--- src/rtl/mem_arbiter_rr2_if.sv ---
`default_nettype none
// ============================================================================
//  Module      : mem_arbiter_rr2_if
//  Description : Bus bundle for the two-master picorv32-native-bus arbiter.
//                Carries both master request/response channels and the
//                forwarded request/response channel of the shared slave.
//  Revision    : 1.0 - initial release
// ============================================================================
interface mem_arbiter_rr2_if;

    // Master 0 channel
    logic        m0_valid;
    logic        m0_instr;
    logic [31:0] m0_addr;
    logic [31:0] m0_wdata;
    logic [3:0]  m0_wstrb;
    logic        m0_ready;
    logic [31:0] m0_rdata;

    // Master 1 channel
    logic        m1_valid;
    logic        m1_instr;
    logic [31:0] m1_addr;
    logic [31:0] m1_wdata;
    logic [3:0]  m1_wstrb;
    logic        m1_ready;
    logic [31:0] m1_rdata;

    // Shared slave channel
    logic        s_valid;
    logic        s_instr;
    logic [31:0] s_addr;
    logic [31:0] s_wdata;
    logic [3:0]  s_wstrb;
    logic        s_ready;
    logic [31:0] s_rdata;

    // Arbiter view: accepts master requests, drives the slave request.
    modport slave (
        input  m0_valid, m0_instr, m0_addr, m0_wdata, m0_wstrb,
        output m0_ready, m0_rdata,
        input  m1_valid, m1_instr, m1_addr, m1_wdata, m1_wstrb,
        output m1_ready, m1_rdata,
        output s_valid, s_instr, s_addr, s_wdata, s_wstrb,
        input  s_ready, s_rdata
    );

    // Environment view: masters plus the shared memory slave.
    modport master (
        output m0_valid, m0_instr, m0_addr, m0_wdata, m0_wstrb,
        input  m0_ready, m0_rdata,
        output m1_valid, m1_instr, m1_addr, m1_wdata, m1_wstrb,
        input  m1_ready, m1_rdata,
        input  s_valid, s_instr, s_addr, s_wdata, s_wstrb,
        output s_ready, s_rdata
    );

endinterface
`default_nettype wire

--- src/rtl/mem_arbiter_rr2.sv ---
`default_nettype none
// ============================================================================
//  Module      : mem_arbiter_rr2
//  Description : Two-master round-robin arbiter for a shared picorv32 native
//                bus slave. Registered owner state, combinational request and
//                response muxing, and a wait counter that force-completes a
//                stalled transfer with ERR_DATA and a timeout_err pulse.
//  Revision    : 1.0 - initial release
// ============================================================================
module mem_arbiter_rr2 #(
    parameter int unsigned TIMEOUT  = 255,
    parameter logic [31:0] ERR_DATA = 32'hDEADBEEF
) (
    input  wire logic         clk,
    input  wire logic         reset,
    mem_arbiter_rr2_if.slave  bus,
    output logic [1:0]        grant,
    output logic              timeout_err
);

    typedef enum logic [1:0] {
        ST_IDLE = 2'd0,
        ST_OWN0 = 2'd1,
        ST_OWN1 = 2'd2
    } state_t;

    localparam logic [15:0] C_TIMEOUT = 16'(TIMEOUT);

    state_t      state_q;
    logic [1:0]  grant_q;
    logic        last_owner_q;   // master that most recently left ownership
    logic [15:0] wait_cnt_q;
    logic [15:0] wait_cnt_d;

    logic        own0;
    logic        own1;
    logic        own_valid;      // current owner still holds its request
    logic        xfer_done;      // slave completed the owner's transfer
    logic        xfer_abort;     // wait budget exhausted without completion

    // Ownership decode, completion/abort qualification, saturating count.
    always_comb begin
        own0       = (state_q == ST_OWN0);
        own1       = (state_q == ST_OWN1);
        own_valid  = (own0 & bus.m0_valid) | (own1 & bus.m1_valid);
        // A slave ready in the timeout cycle still counts as a normal finish.
        xfer_done  = own_valid & bus.s_ready;
        xfer_abort = own_valid & ~bus.s_ready & (wait_cnt_q == C_TIMEOUT);
        wait_cnt_d = (wait_cnt_q == 16'hFFFF) ? wait_cnt_q : (wait_cnt_q + 16'd1);
    end

    // Owner FSM with registered grant, fairness pointer and wait counter.
    always_ff @(posedge clk or posedge reset) begin
        if (reset) begin
            state_q      <= ST_IDLE;
            grant_q      <= 2'b00;
            last_owner_q <= 1'b1;
            wait_cnt_q   <= 16'd0;
        end else begin
            case (state_q)
                ST_IDLE: begin
                    // Counter is held at zero while idle so every entry into
                    // ownership starts a fresh wait budget.
                    wait_cnt_q <= 16'd0;
                    // On a tie the master that did not own last goes first.
                    if (bus.m0_valid && (!bus.m1_valid || last_owner_q)) begin
                        state_q <= ST_OWN0;
                        grant_q <= 2'b01;
                    end else if (bus.m1_valid) begin
                        state_q <= ST_OWN1;
                        grant_q <= 2'b10;
                    end
                end
                ST_OWN0, ST_OWN1: begin
                    // Any exit (completion, abort, or request withdrawn)
                    // returns to idle, leaving one bubble between transfers.
                    if (!own_valid || xfer_done || xfer_abort) begin
                        state_q      <= ST_IDLE;
                        grant_q      <= 2'b00;
                        last_owner_q <= own1;
                        wait_cnt_q   <= 16'd0;
                    end else begin
                        wait_cnt_q   <= wait_cnt_d;
                    end
                end
                default: begin
                    state_q    <= ST_IDLE;
                    grant_q    <= 2'b00;
                    wait_cnt_q <= 16'd0;
                end
            endcase
        end
    end

    // Request forwarding and response steering, purely from owner state.
    always_comb begin
        bus.s_valid  = 1'b0;
        bus.s_instr  = 1'b0;
        bus.s_addr   = 32'd0;
        bus.s_wdata  = 32'd0;
        bus.s_wstrb  = 4'd0;
        bus.m0_ready = 1'b0;
        bus.m0_rdata = 32'd0;
        bus.m1_ready = 1'b0;
        bus.m1_rdata = 32'd0;

        if (own0) begin
            bus.s_valid  = bus.m0_valid & ~xfer_abort;
            bus.s_instr  = bus.m0_instr;
            bus.s_addr   = bus.m0_addr;
            bus.s_wdata  = bus.m0_wdata;
            bus.s_wstrb  = bus.m0_wstrb;
            bus.m0_ready = xfer_done | xfer_abort;
            bus.m0_rdata = xfer_abort ? ERR_DATA : bus.s_rdata;
        end

        if (own1) begin
            bus.s_valid  = bus.m1_valid & ~xfer_abort;
            bus.s_instr  = bus.m1_instr;
            bus.s_addr   = bus.m1_addr;
            bus.s_wdata  = bus.m1_wdata;
            bus.s_wstrb  = bus.m1_wstrb;
            bus.m1_ready = xfer_done | xfer_abort;
            bus.m1_rdata = xfer_abort ? ERR_DATA : bus.s_rdata;
        end
    end

    // Status outputs: registered grant, same-cycle abort pulse.
    always_comb begin
        grant       = grant_q;
        timeout_err = xfer_abort;
    end

endmodule
`default_nettype wire

--- src/flat_wrapper.sv ---
// flat-port wrapper written by rule: the top's interface ports become plain ports
module mem_arbiter_rr2_flat 
#(
    parameter int unsigned TIMEOUT  = 255,
    parameter logic [31:0] ERR_DATA = 32'hDEADBEEF
)
  (clk, reset, grant, timeout_err, bus_m0_valid, bus_m0_instr, bus_m0_addr, bus_m0_wdata, bus_m0_wstrb, bus_m0_ready, bus_m0_rdata, bus_m1_valid, bus_m1_instr, bus_m1_addr, bus_m1_wdata, bus_m1_wstrb, bus_m1_ready, bus_m1_rdata, bus_s_valid, bus_s_instr, bus_s_addr, bus_s_wdata, bus_s_wstrb, bus_s_ready, bus_s_rdata);
  mem_arbiter_rr2_if bus_i ();
  input  wire logic clk;
  input  wire logic reset;
  output logic [1:0] grant;
  output logic timeout_err;
  input wire logic [$bits(bus_i.m0_valid)-1:0] bus_m0_valid;
  input wire logic [$bits(bus_i.m0_instr)-1:0] bus_m0_instr;
  input wire logic [$bits(bus_i.m0_addr)-1:0] bus_m0_addr;
  input wire logic [$bits(bus_i.m0_wdata)-1:0] bus_m0_wdata;
  input wire logic [$bits(bus_i.m0_wstrb)-1:0] bus_m0_wstrb;
  output wire logic [$bits(bus_i.m0_ready)-1:0] bus_m0_ready;
  output wire logic [$bits(bus_i.m0_rdata)-1:0] bus_m0_rdata;
  input wire logic [$bits(bus_i.m1_valid)-1:0] bus_m1_valid;
  input wire logic [$bits(bus_i.m1_instr)-1:0] bus_m1_instr;
  input wire logic [$bits(bus_i.m1_addr)-1:0] bus_m1_addr;
  input wire logic [$bits(bus_i.m1_wdata)-1:0] bus_m1_wdata;
  input wire logic [$bits(bus_i.m1_wstrb)-1:0] bus_m1_wstrb;
  output wire logic [$bits(bus_i.m1_ready)-1:0] bus_m1_ready;
  output wire logic [$bits(bus_i.m1_rdata)-1:0] bus_m1_rdata;
  output wire logic [$bits(bus_i.s_valid)-1:0] bus_s_valid;
  output wire logic [$bits(bus_i.s_instr)-1:0] bus_s_instr;
  output wire logic [$bits(bus_i.s_addr)-1:0] bus_s_addr;
  output wire logic [$bits(bus_i.s_wdata)-1:0] bus_s_wdata;
  output wire logic [$bits(bus_i.s_wstrb)-1:0] bus_s_wstrb;
  input wire logic [$bits(bus_i.s_ready)-1:0] bus_s_ready;
  input wire logic [$bits(bus_i.s_rdata)-1:0] bus_s_rdata;
  assign bus_i.m0_valid = bus_m0_valid;
  assign bus_i.m0_instr = bus_m0_instr;
  assign bus_i.m0_addr = bus_m0_addr;
  assign bus_i.m0_wdata = bus_m0_wdata;
  assign bus_i.m0_wstrb = bus_m0_wstrb;
  assign bus_m0_ready = bus_i.m0_ready;
  assign bus_m0_rdata = bus_i.m0_rdata;
  assign bus_i.m1_valid = bus_m1_valid;
  assign bus_i.m1_instr = bus_m1_instr;
  assign bus_i.m1_addr = bus_m1_addr;
  assign bus_i.m1_wdata = bus_m1_wdata;
  assign bus_i.m1_wstrb = bus_m1_wstrb;
  assign bus_m1_ready = bus_i.m1_ready;
  assign bus_m1_rdata = bus_i.m1_rdata;
  assign bus_s_valid = bus_i.s_valid;
  assign bus_s_instr = bus_i.s_instr;
  assign bus_s_addr = bus_i.s_addr;
  assign bus_s_wdata = bus_i.s_wdata;
  assign bus_s_wstrb = bus_i.s_wstrb;
  assign bus_i.s_ready = bus_s_ready;
  assign bus_i.s_rdata = bus_s_rdata;
  mem_arbiter_rr2 #(.TIMEOUT(TIMEOUT), .ERR_DATA(ERR_DATA)) u_core (.clk(clk), .reset(reset), .bus(bus_i), .grant(grant), .timeout_err(timeout_err));
endmodule
--- config.mk ---
export PLATFORM = sky130hd
export DESIGN_NAME = mem_arbiter_rr2_flat
export DESIGN_NICKNAME = d
export VERILOG_FILES = /design/src/rtl/mem_arbiter_rr2_if.sv /design/src/rtl/mem_arbiter_rr2.sv /design/src/flat_wrapper.sv
export SDC_FILE = /design/constraint.sdc
export NUM_CORES = 1
export LEC_CHECK = 0
export ABC_AREA = 1
export BUFFER_PORTS_ARGS = -buffer_cell sky130_fd_sc_hd__buf_4
export CAP_MARGIN = 20
export CORE_AREA = 2 2 122 124
export DETAILED_ROUTE_END_ITERATION = 8
export DIE_AREA = 0 0 124 126
export GPL_TIMING_DRIVEN = 1
export PLACE_DENSITY = 0.55
export SYNTH_ARGS = -nofsm -noshare
export SYNTH_HDL_FRONTEND = slang
export SYNTH_SLANG_ARGS = --single-unit
--- constraint.sdc ---
create_clock -name clk -period 2.5 [get_ports clk]
set_clock_uncertainty 0.15 [all_clocks]
set_input_delay 0.25 -clock clk [delete_from_list [all_inputs] [get_ports clk]]
set_output_delay 0.25 -clock clk [all_outputs]
set_load 0.01 [all_outputs]
==> results of run 1 <==
logic make-up after synthesis:
group | after synthesis | synth area share
adder cells (fa/ha/maj) | 4 | 0.0179
flip-flops | 19 | 0.171
XOR/XNOR | 5 | 0.0157
buffers and inverters | 103 | 0.150
AO/OA/AOI/OAI | 56 | 0.104
AND/OR/NAND/NOR | 355 | 0.541
registers in the layout, indices dropped and copies added, names as in the netlist:
signal               flops
u_core.state_q           2
u_core.wait_cnt_q       16
u_core.last_owner_q      1
repair_timing:
item                       CTS  global route
setup endpoints to repair    1            51
cloned                       0             0
resized for setup            1             8
pin swaps                    0             1
hold buffers                 0             0
layout by cell type, fill, tap and decap left out, types with 2 or more instances in the layout:
cell type	Yosys	layout
ha_2	0	3
nor2_4	1	2
buf_6	3	2
nor3_1	19	19
buf_12	0	4
nand2_1	200	199
nand3_1	85	85
xor2_1	4	4
inv_1	61	61
clkbuf_16	0	3
buf_4	2	317
nand4_1	9	9
nor2_1	36	36
inv_2	4	3
a21oi_2	0	2
nand2_2	2	3
o21ai_0	3	3
dfrtp_1	18	17
a21oi_1	50	48
layout make-up:
type                       instances  area, sq um  area share
timing repair buffer             323         2480       0.456
multi-input combinational        420         1920       0.354
sequential                        19          478      0.0879
inverter                          65          245      0.0451
tap                              184          230      0.0423
clock buffer                       4         78.8      0.0145
how the worst max path moves through the flow:
| stage | startpoint | to | slack [ns] | depth (start not counted) |
|---|---|---|---|---|
| after floorplan | u_core.state_q[1] | bus_m1_rdata[10] | 0.39 | 11 |
| after global placement | u_core.state_q[0] | bus_s_wstrb[1] | 0.31 | 6 |
| after detailed placement | u_core.state_q[0] | bus_s_wstrb[1] | 0.28 | 6 |
| after CTS | u_core.wait_cnt_q[0] | bus_m1_ready | 0.04 | 9 |
| after global routing | u_core.state_q[1] | bus_m0_rdata[31] | 0.002 | 10 |
| final | u_core.wait_cnt_q[0] | bus_m1_rdata[7] | 0.13 | 9 |
through the flow:
stage / util / worst slack, ns / instance area, sq um
after detailed placement: 0.372 / 0.281 / 5330
after global routing: 0.380 / 0.00233 / 5440
after global placement: 0.372 / 0.308 / 5330
after CTS: 0.378 / 0.0423 / 5410
final: 0.380 / 0.127 / 5440
after floorplan: - / 0.388 / 2790
power breakdown:
group | internal, mW | leakage (nW) | switching [mW]
Sequential | 0.335 | 0.258 | 0.0261
Combinational | 1.63 | 2.98 | 2.23
Clock | 0.217 | 0.0382 | 0.111
synth_stat cells:
| cell | instances | area share |
|---|---|---|
| nand2_1 | 200 | 0.27 |
| nand3_1 | 85 | 0.15 |
| inv_1 | 61 | 0.082 |
| a21oi_1 | 50 | 0.090 |
| nor2_1 | 36 | 0.048 |
| clkbuf_1 | 25 | 0.034 |
| nor3_1 | 19 | 0.034 |
| dfrtp_1 | 18 | 0.16 |
| nand4_1 | 9 | 0.020 |
| buf_1 | 6 | 0.0081 |
| ha_1 | 4 | 0.018 |
| inv_2 | 4 | 0.0054 |
| xor2_1 | 4 | 0.013 |
| buf_6 | 3 | 0.012 |
| o21ai_0 | 3 | 0.0054 |
| buf_2 | 2 | 0.0036 |
| buf_4 | 2 | 0.0054 |
| nand2_2 | 2 | 0.0045 |
| dfstp_2 | 1 | 0.0094 |
| nand3_2 | 1 | 0.0036 |
| nor2_2 | 1 | 0.0022 |
| nor2_4 | 1 | 0.0040 |
| o211a_1 | 1 | 0.0036 |
| o21ai_2 | 1 | 0.0031 |
| o21bai_1 | 1 | 0.0027 |
| or2_2 | 1 | 0.0022 |
| xnor2_1 | 1 | 0.0031 |
layer usage:
layer / routed length (microns) / vias up
met3: 2230 / 10
met4: 127 / 0
met5: 0 / -
li1: - / 2293
met1: 7080 / 2001
met2: 7590 / 224
==> results by stage, run 1 <==
Outcome:
- The flow ran to the end, but the final reports show violations.
- The final reports fail on negative hold slack.

Setup path:
- By startpoint and endpoint, the worst setup path is classified as reg2out.
- The number of cells traversed by the worst register-to-register path is 10.
- The endpoint type of the worst setup path is an output port.
- For flop-to-flop paths, the worst setup slack is 0.39 ns.
- The startpoint of the worst register-to-register path is u_core.state_q[1].
- The cell family contributing the most delay on the critical path is simple AND/OR/NAND/NOR gates.
- The maximum fanout along the worst path is 36.
- Data on the critical path arrives at its endpoint at 1.97 ns.
- Counting both buffers and inverters, the worst setup path holds a total of 3.
- For this run, the slowest stage of the critical path takes 0.41 ns.
- The signal on the critical path passes through ha_2 -> nand3_2 -> nor2_4 -> nand2_2 -> nor2_4 -> inv_2 -> buf_12 -> a21oi_1 -> buf_4.
- The type of element launching the critical path is a flip-flop.
- For the worst setup path, the data required time is 2.10 ns.
- The most frequent cell on the critical path is nor2_4.
- In this run the critical register-to-register path is captured at u_core.wait_cnt_q[14].
- The slowest stage of the critical path is the dfrtp_2 cell.

Placement:
- The number of input and output port buffers inserted is 313.
- Including well taps, the total number of placed cells is 1011.
- The placer congestion estimate is 0.850.
- The HPWL after detailed placement is 13.9 mm.

Clocking:
- The later pin in the worst-skew pair is clocked with a latency of 0.25 ns.
- The clock net in this run drives a total of 19 sinks.
- Clock tree synthesis inserted a total of 3 buffers.
- In this run the deepest clock path goes through 2 buffers.
- The CTS tree is yes.
- In this run the clock root is driven by a clkbuf_16.
- The setup fix buffers added after clock tree synthesis is 0.
- CTS built an H-tree with a depth of 1.
- Clock-pin slew was measured on the worst setup and hold paths at 0.06 ns.

Die:
- The initial core utilization is 0.195.
- The die outline area is 15600 sq um.
- The die boundary width is 124 microns.
- The count of standard-cell rows is 44.
- The chip height is 126 microns.
- The total core area is 14300 sq um.
- The number of ports placed on the die boundary is 314.

GRT:
- The wire length of the first global-routing pass is 23.8 mm.
- The leftover overflow at the end of global routing is 0.
- The initial antenna violation count came to 0.
- The global-route met2 utilization is 0.318.
- The via count of the first global-routing pass is 4071.
- The global router's overall resource usage is 0.201.
- The pin count of the biggest net entering global routing is 70.
- The peak-usage layer in the global routing report is met2.
- For met1 alone, demand over resource in global routing was 0.261.
- For met3 alone, demand over resource in global routing was 0.0856.

Timing:
- The tightest hold margin is -0.0220 ns.
- Setup violations remaining at the end of the flow were counted as 0.
- The part of the cycle the worst path needs is 0.949.
- The number of max-slew violations in the final report was 0.
- In this run the tightest slew margin relative to its limit is 0.517.
- For the pin with the worst max-slew slack, the measured transition is 0.724 ns.
- The highest achievable clock rate is 0.421 GHz.
- The clock period could shrink to 2.37 ns.
- Setup repair after global routing left no endpoint under its margin.
- The count of final hold-check violations is 18.
- The sum of negative setup slack is 0 ns.

Detailed routing:
- The post-detailed-route wirelength per cell is 16.8 microns.
- The post-route antenna net violation count is 0.
- The total number of vias is 4528.
- After detailed routing, the number of vias per cell comes to 4.46.
- The number of DRC markers in iteration 0 is 234.
- In the routed design, unresolved DRC markers number 0.
- The first detailed-routing pass ran for 4 iterations.
- The final wirelength is 17.0 mm.

Yosys:
- Synthesis inferred 19 register bits.
- In this run the cell area of the synthesized design comes to 2790 sq um.
- After synthesis, the mean cell area works out to 5.15 sq um.
- The fraction of the yosys area taken by sequential cells is 0.171.
- In the synthesized netlist, the number of instances is 542.
- The synthesized netlist net count is 721.
- For this run, the number of Yosys warnings is 0.
- The number of unique standard cell types used by synthesis is 27.

Flow run:
- Max-cap violations in this run came to 0.

Layout:
- The final cell count without fillers is 1015.
- The filler cell count is 1571.
- Relative to the synthesized area, the layout overhead comes to 94.9%.
- In the final design database the tool counted 1011 nets.
- The ratio of cells with drive above 1 in the final layout is 0.415.
- The number of antenna repair diodes is 0.

Power:
- The peak supply drop is 436 uV.
- The power density relative to cell area is 835 nW/um^2.
- After layout, the design draws a total of 4.54 mW.
- In this run the static leakage power is 3.27 nW.

Worst hold path:
- In this run the worst hold path is classified as in2async.
(Power assumes the default switching activity.)
==> run 2, diff against run 1 <==
==> constraint.sdc (replaced) <==
create_clock -name clk -period 2.2 [get_ports clk]
set_clock_uncertainty 0.15 [all_clocks]
set_input_delay 0.22 -clock clk [delete_from_list [all_inputs] [get_ports clk]]
set_output_delay 0.22 -clock clk [all_outputs]
set_load 0.01 [all_outputs]
==> run 2 against run 1 <==
The flow finishes with violations (negative hold slack, negative setup slack). First-iteration DRC count increased by 18%. Total power increased by 19%. Clock power increased by 15%. Clock-buffer cell count unchanged. Largest power group unchanged.
==> results by stage, run 2 (synthesized netlist as in run 1, its figures left out) <==
Outcome:
- The flow ran to the end, but the final reports show violations.
- The final reports fail on negative hold slack, negative setup slack.

Power:
- The static power due to leakage is 3.42 nW (+4.4%).
- The power density relative to cell area is 935 nW/um^2 (+12%).
- The peak supply drop is 577 uV (+32%).
- The post-route total power is 5.41 mW (+19%).

Setup path:
- The required arrival time at the worst endpoint was 1.83 ns (-0.27 ns).
- By startpoint and endpoint, the worst setup path is classified as reg2out.
- The maximum fanout along the worst path was 17 (-53%).
- The type of element launching the critical path is a flip-flop.
- The endpoint type of the worst setup path is an output port.
- The data arrival time of the worst path came to 1.90 ns (-0.07 ns).

Placement:
- The placer congestion estimate came to 0.829 (-2.4%).
- The total placed instance area is 5440 sq um (+2.1%).
- The HPWL after detailed placement is 14.1 mm (+1.4%).
- The number of input and output port buffers inserted came to 313 (unchanged).

Detailed routing:
- The average vias per placed instance is 4.34 (-2.6%).
- The number of DRC markers in iteration 0 came to 276 (+18%).
- The DRC violation count after routing was 0 (unchanged).
- The met2 wire length came to 8.05 mm (+6.0%).
- The highest signal layer in the routed design is met4.
- The total number of vias is 4514 (-0.31%).
- The post-route antenna net violation count came to 0 (unchanged).
- The met1 wire length is 7.18 mm (+1.4%).
- The final wirelength was 17.7 mm (+3.7%).
- The number of search-and-repair iterations in the first detailed-routing pass is 5 (+1).
- The routed wire length on met3 is 2.27 mm (+2.0%).
- The post-detailed-route wirelength per cell is 17.0 microns (+1.3%).

Layout:
- Ranked by flip-flop count, first place goes to u_core.wait_cnt_q.
- In the layout the commonest cells are buf_4 (335), nand2_1 (198), nand3_1 (85).
- The number of antenna repair diodes is 0 (unchanged).
- The filler cell count is 1587 (+1.0%).
- The total non-filler cell area in the finished layout is 5790 sq um (+6.5%).
- The total area of sequential cells was 478 sq um (unchanged).
- The ratio of cells with drive above 1 in the final layout is 0.455 (+0.0398).
- The library cell used most frequently in the layout, excluding fill and tap cells, is buf_4.
- The net total in the final layout is 1035 (+2.4%).
- The largest registers in the layout are u_core.wait_cnt_q: 16 flops, u_core.state_q: 2 flops, u_core.last_owner_q: 1 flops.
- The flip-flop count of the largest register after layout is 16 (unchanged).
- The footprint of the multi-input gates is 2040 sq um (+6.1%).
- From synthesis to final layout, the design area changed by 108%.

Clocking:
- The post-cts hold buffer count is 0 (unchanged).
- The clock tree root buffer cell is clkbuf_16.
- The number of H-tree branching levels is 1 (unchanged).
- The total clock sinks is 19 (unchanged).
- The TritonCTS buffer count is 3 (unchanged).
- The clock transition at the registers of the reported paths is 0.06 ns (about the same).
- The maximum buffer depth of the clock tree is 2 (unchanged).
- The source-to-sink clock delay at the later pin of the worst-skew pair is 0.25 ns (about the same).
- The CTS tree is yes.

Timing:
- The count of final hold-check violations is 18 (unchanged).
- In the finished design, the share of the clock period the worst path needs comes to 1.03.
- Setup repair after global routing could not meet its margin everywhere.
- The count of endpoints failing setup in the final report is 55 (+55).
- The number of max-slew violations in the final report was 0 (unchanged).
- The highest achievable clock rate is 0.440 GHz.
- The worst setup margin is -0.0719 ns (-0.199 ns).
- The remaining max-slew budget at the tightest pin is 0.480 (-0.0366).
- The tightest hold margin came to -0.0313 ns (-0.00936 ns).
- The slew at the pin closest to its max-slew limit is 0.779 ns (+0.0549 ns).
- The time the worst path needs with I/O delays and setup is 2.27 ns.

Die:
- The count of standard-cell rows is 44 (unchanged).
- The chip height is 126 microns (unchanged).
- The die boundary width was 124 microns (unchanged).
- The initial core utilization is 0.195 (unchanged).
- The die outline area was 15600 sq um (unchanged).
- The total core area was 14300 sq um (unchanged).
- The number of ports placed on the die boundary came to 314 (unchanged).

GRT:
- The pin count of the biggest net entering global routing is 70 (unchanged).
- The initial antenna violation count is 0 (unchanged).
- The global router's overall resource usage was 0.205 (+0.00445).
- The leftover overflow at the end of global routing is 0 (unchanged).
- The via count of the first global-routing pass was 4194 (+3.0%).
- The wire length of the first global-routing pass is 24.2 mm (+2.0%).

Flow run:
- The number of violations of the max-capacitance limit was 0 (unchanged).

Worst hold path:
- The classification of the worst-slack hold path is in2async.
==> run 2: repair_timing <==
action,4_1_cts,5_1_grt
setup buffers,9,1
cloned,0,1
gates resized for setup,29,14
pin swaps,2,1
endpoints found under the setup margin,67,67
==> run 2: worst max-delay path: stages (launching register included) <==
cell and delay (ns):
dfrtp_1 0.43, inv_2 0.10, ha_4 0.17, nand2_2 0.07
o21ai_4 0.07, nand2_2 0.10, nor2_4 0.17, inv_6 0.09
buf_12 0.16, a21oi_1 0.14, buf_4 0.14
==> run 2: final timing paths <==
kind | from | end | slack [ns] | cells after the start
min | reset | u_core.wait_cnt_q[1] | -0.03 | 2
max in group asynchronous | reset | u_core.state_q[1] | 1.39 | 2
max | u_core.state_q[0] | bus_m0_rdata[26] | -0.07 | 10
min reg2reg | u_core.last_owner_q | u_core.last_owner_q | 0.35 | 2
max reg2reg | u_core.state_q[1] | u_core.wait_cnt_q[14] | 0.23 | 12
min in group clk | bus_m1_valid | u_core.state_q[1] | 0.10 | 3
==> run 2: report_power, final <==
| group | switching, mW | internal (mW) | leakage [nW] |
|---|---|---|---|
| Combinational | 2.62 | 2.01 | 3.12 |
| Clock | 0.132 | 0.247 | 0.0382 |
| Sequential | 0.0270 | 0.382 | 0.259 |
| Total | 2.78 | 2.64 | 3.42 |
==> run 2: layer usage <==
layer	GRT usage	vias to the layer above
met1	0.263	1976
met4	0.0291	0
met5	0	-
li1	-	2340
met3	0.0883	12
met2	0.327	186
==> run 2: cell type report <==
| cell class | count | area share |
|---|---|---|
| clock buffers | 4 | 0.0136 |
| inverters | 65 | 0.0432 |
| repair buffers | 347 | 0.468 |
| well taps | 184 | 0.0398 |
| flip-flops and latches | 19 | 0.0825 |
| multi-input cells | 420 | 0.353 |
==> run 2: per-stage QoR <==
stage | setup WS, ns | hold WS [ns] | std cells | util | TNS [ns]
after global placement | 0.0742 | 0.269 | 1024 | 0.380 | 0
after floorplan | 0.118 | 0.0204 | 542 | - | 0
final | -0.0719 | -0.0313 | 1039 | 0.405 | -1.82
after CTS | -0.0202 | 0.00723 | 1037 | 0.398 | -0.132
after detailed placement | 0.0325 | 0.278 | 1024 | 0.380 | 0
after global routing | -0.177 | 0.0561 | 1039 | 0.405 | -7.09
==> run 3, diff against run 2 <==
--- a/config.mk
+++ b/config.mk
@@ -8,9 +8,9 @@
 export ABC_AREA = 1
 export BUFFER_PORTS_ARGS = -buffer_cell sky130_fd_sc_hd__buf_4
 export CAP_MARGIN = 20
-export CORE_AREA = 2 2 122 124
+export CORE_AREA = 2 2 123 125
 export DETAILED_ROUTE_END_ITERATION = 8
-export DIE_AREA = 0 0 124 126
+export DIE_AREA = 0 0 125 127
 export GPL_TIMING_DRIVEN = 1
 export PLACE_DENSITY = 0.55
 export SYNTH_ARGS = -nofsm -noshare
==> constraint.sdc (replaced) <==
create_clock -name clk -period 2.2 [get_ports clk]
set_clock_uncertainty 0.15 [all_clocks]
set_input_delay 0.44 -clock clk [delete_from_list [all_inputs] [get_ports clk]]
set_output_delay 0.44 -clock clk [all_outputs]
set_load 0.01 [all_outputs]
==> run 3 against run 2 <==
The run ends with negative setup slack left. Via count up 15%. Wire length is 23% higher. Global-route usage up 3.4 points. Design area is 50% higher. First-iteration DRC count shrank 17%. Total power is 72% higher. Sequential cell count unchanged. Non-clock buffer count grew 68. Largest power group unchanged.
==> results by stage, run 3 (synthesized netlist as in run 1, its figures left out) <==
Setup path:
- The required arrival time at the worst endpoint is 1.61 ns (-0.22 ns).
- STA classifies the critical path startpoint as a flip-flop.
- The data arrival time of the worst path is 1.90 ns (about the same).
- The endpoint type of the worst setup path is an output port.
- The maximum fanout along the worst path is 12 (-5).
- The critical path in this run is classified as reg2out.

Layout:
- Ranked by flip-flop count, first place goes to u_core.wait_cnt_q.
- The flip-flop count of the largest register after layout is 16 (unchanged).
- Leaving out fill and tap cells, the most frequent cell in the layout is buf_4.
- The largest registers in the layout are u_core.wait_cnt_q: 16 flops, u_core.state_q: 2 flops, u_core.last_owner_q: 1 flops.
- The net total in the final layout was 1103 (+6.6%).
- The area added between synthesis and finish is 211%.
- The library cells used most frequently in the layout, excluding fill and tap cells, are buf_4 (265), buf_6 (102), nand2_1 (92).
- The ratio of cells with drive above 1 in the final layout was 0.724 (+0.269).
- The number of antenna repair diodes is 0 (unchanged).
- The total non-filler cell area in the finished layout came to 8680 sq um (+50%).

Timing:
- The count of endpoints failing setup in the final report is 137 (+150%).
- The worst setup margin came to -0.290 ns (-0.218 ns).
- The count of final hold-check violations is 0 (-18).
- The time the worst path needs with I/O delays and setup was 2.49 ns (+0.218 ns).
- The part of the cycle the worst path needs was 1.13 (+0.0990).
- Setup repair after global routing could not meet its margin everywhere.
- The sum of negative setup slack is -25.12 ns (-23.30 ns).
- The remaining max-slew budget at the tightest pin is 0.654 (+0.174).
- The highest achievable clock rate was 0.402 GHz (-8.7%).
- The slew at the pin closest to its max-slew limit is 0.519 ns (-0.261 ns).
- The number of max-slew violations in the final report is 0 (unchanged).

GRT:
- The initial antenna violation count is 0 (unchanged).
- The global routing stage identified its most utilized layer as met2.
- The met3 demand-to-capacity share in global routing is 0.0875 (-0.000794).
- The pin count of the biggest net entering global routing is 35 (-50%).
- The global router's overall resource usage is 0.239 (+0.0343).
- The via count of the first global-routing pass is 5130 (+22%).
- The leftover overflow at the end of global routing is 0 (unchanged).
- The met1 usage is 0.290 (+0.0264).
- The global-route met2 utilization is 0.410 (+0.0831).
- The wire length of the first global-routing pass is 29.8 mm (+23%).

Placement:
- The number of input and output port buffers inserted is 313 (unchanged).
- The placer congestion estimate came to 0.890 (+7.4%).
- The total placed instance area is 6090 sq um (+12%).
- The HPWL after detailed placement is 14.5 mm (+2.8%).

Outcome:
- The flow ran to the end, but the final reports show violations.
- The final reports fail on negative setup slack.

Clocking:
- The TritonCTS buffer count is 3 (unchanged).
- The total clock sinks is 19 (unchanged).
- The clock tree root buffer cell is clkbuf_16.
- TritonCTS built the clock tree.
- The clock transition at the registers of the reported paths is 0.06 ns (about the same).
- The maximum buffer depth of the clock tree was 2 (unchanged).
- The number of H-tree branching levels is 1 (unchanged).
- The source-to-sink clock delay at the later pin of the worst-skew pair is 0.25 ns (about the same).

Die:
- The count of standard-cell rows is 44 (unchanged).
- The die boundary width is 125 microns (+0.81%).
- The die outline area came to 15900 sq um (+1.6%).
- The chip height is 127 microns (+0.79%).
- The initial core utilization is 0.193 (-0.00149).
- The number of ports placed on the die boundary is 314 (unchanged).
- The total core area is 14400 sq um (+0.77%).

Detailed routing:
- The number of search-and-repair iterations in the first detailed-routing pass is 4 (-1).
- The post-detailed-route wirelength per cell was 19.6 microns (+15%).
- The DRC violation count after routing is 0 (unchanged).
- The number of DRC markers in iteration 0 is 230 (-17%).
- The total number of vias is 5179 (+15%).
- The post-route antenna net violation count came to 0 (unchanged).
- The average vias per placed instance is 4.68 (+7.7%).
- The final wirelength came to 21.7 mm (+23%).

Power:
- The power density relative to cell area is 1070 nW/um^2 (+15%).
- The peak supply drop is 605 uV (+4.9%).
- The static power due to leakage was 4.41 nW (+29%).

Flow run:
- The number of violations of the max-capacitance limit was 0 (unchanged).

Worst hold path:
- The classification of the worst-slack hold path is in2async.
-- run 3: changes by cell type in the layout (fill, tap and decap cells not counted), sizes merged --
cell / previous run / this run
bufbuf: 0 / 1
clkbuf: 5 / 9
clkinv: 1 / 2
buf: 346 / 408
-- run 3: what timing repair did --
action	CTS	global route
pin swaps	65	61
resized for setup	259	186
setup endpoints to repair	137	137
hold buffers	0	0
setup buffers	21	5
gates cloned	18	7
-- run 3: path summary, 6_finish.rpt --
kind	start	end	slack, ns	cells after the start
min reg2reg	u_core.last_owner_q	u_core.last_owner_q	0.33	2
min in group clk	u_core.last_owner_q	u_core.last_owner_q	0.33	2
max reg2reg	u_core.state_q[1]	u_core.wait_cnt_q[9]	0.27	12
max in group asynchronous	reset	u_core.last_owner_q	1.56	3
min	reset	u_core.wait_cnt_q[10]	0.06	3
max	u_core.state_q[1]	bus_m1_rdata[1]	-0.29	11
-- run 3: critical path: stages, from the launching register on --
cell and delay [ns]:
dfrtp_1 0.40, inv_2 0.09, ha_4 0.13, inv_2 0.04, o21ai_2 0.13, nand2_2 0.09, nor2_4 0.15, inv_4 0.05
buf_12 0.15, buf_12 0.15, a21oi_2 0.13, buf_4 0.14
-- run 3: area by class of cell --
class	instances	area, sq um
flip-flops and latches	19	478
multi-input cells	420	3420
clock buffers	3	75.1
repair buffers	415	4210
inverters	65	259
well taps	184	230
clock inverters	1	5.00
fillers	1244	5740
-- run 3: report_power, final --
| group | total (mW) | switching, mW | internal, mW |
|---|---|---|---|
| logic | 8.54 | 4.24 | 4.30 |
| clock network | 0.378 | 0.134 | 0.244 |
| registers | 0.410 | 0.0280 | 0.382 |
-- run 3: metrics by stage --
| step | cells | worst slack, ns | util | hold WS [ns] | power [mW] |
|---|---|---|---|---|---|
| after floorplan | 542 | -0.0466 | - | 0.240 | 2.63 |
| after global placement | 1059 | -0.0548 | 0.422 | 0.324 | 5.33 |
| after detailed placement | 1059 | -0.0605 | 0.422 | 0.328 | 5.31 |
| after CTS | 1102 | -0.269 | 0.543 | 0.0732 | 8.14 |
| after global routing | 1107 | -0.400 | 0.602 | 0.0943 | 9.79 |
| final | 1107 | -0.290 | 0.602 | 0.0640 | 9.32 |
-- run 3: per-layer routing --
metal	vias up	routed length, microns
met4	0	481
li1	2497	-
met3	30	2380
met2	274	10600
met1	2378	8240
met5	-	0
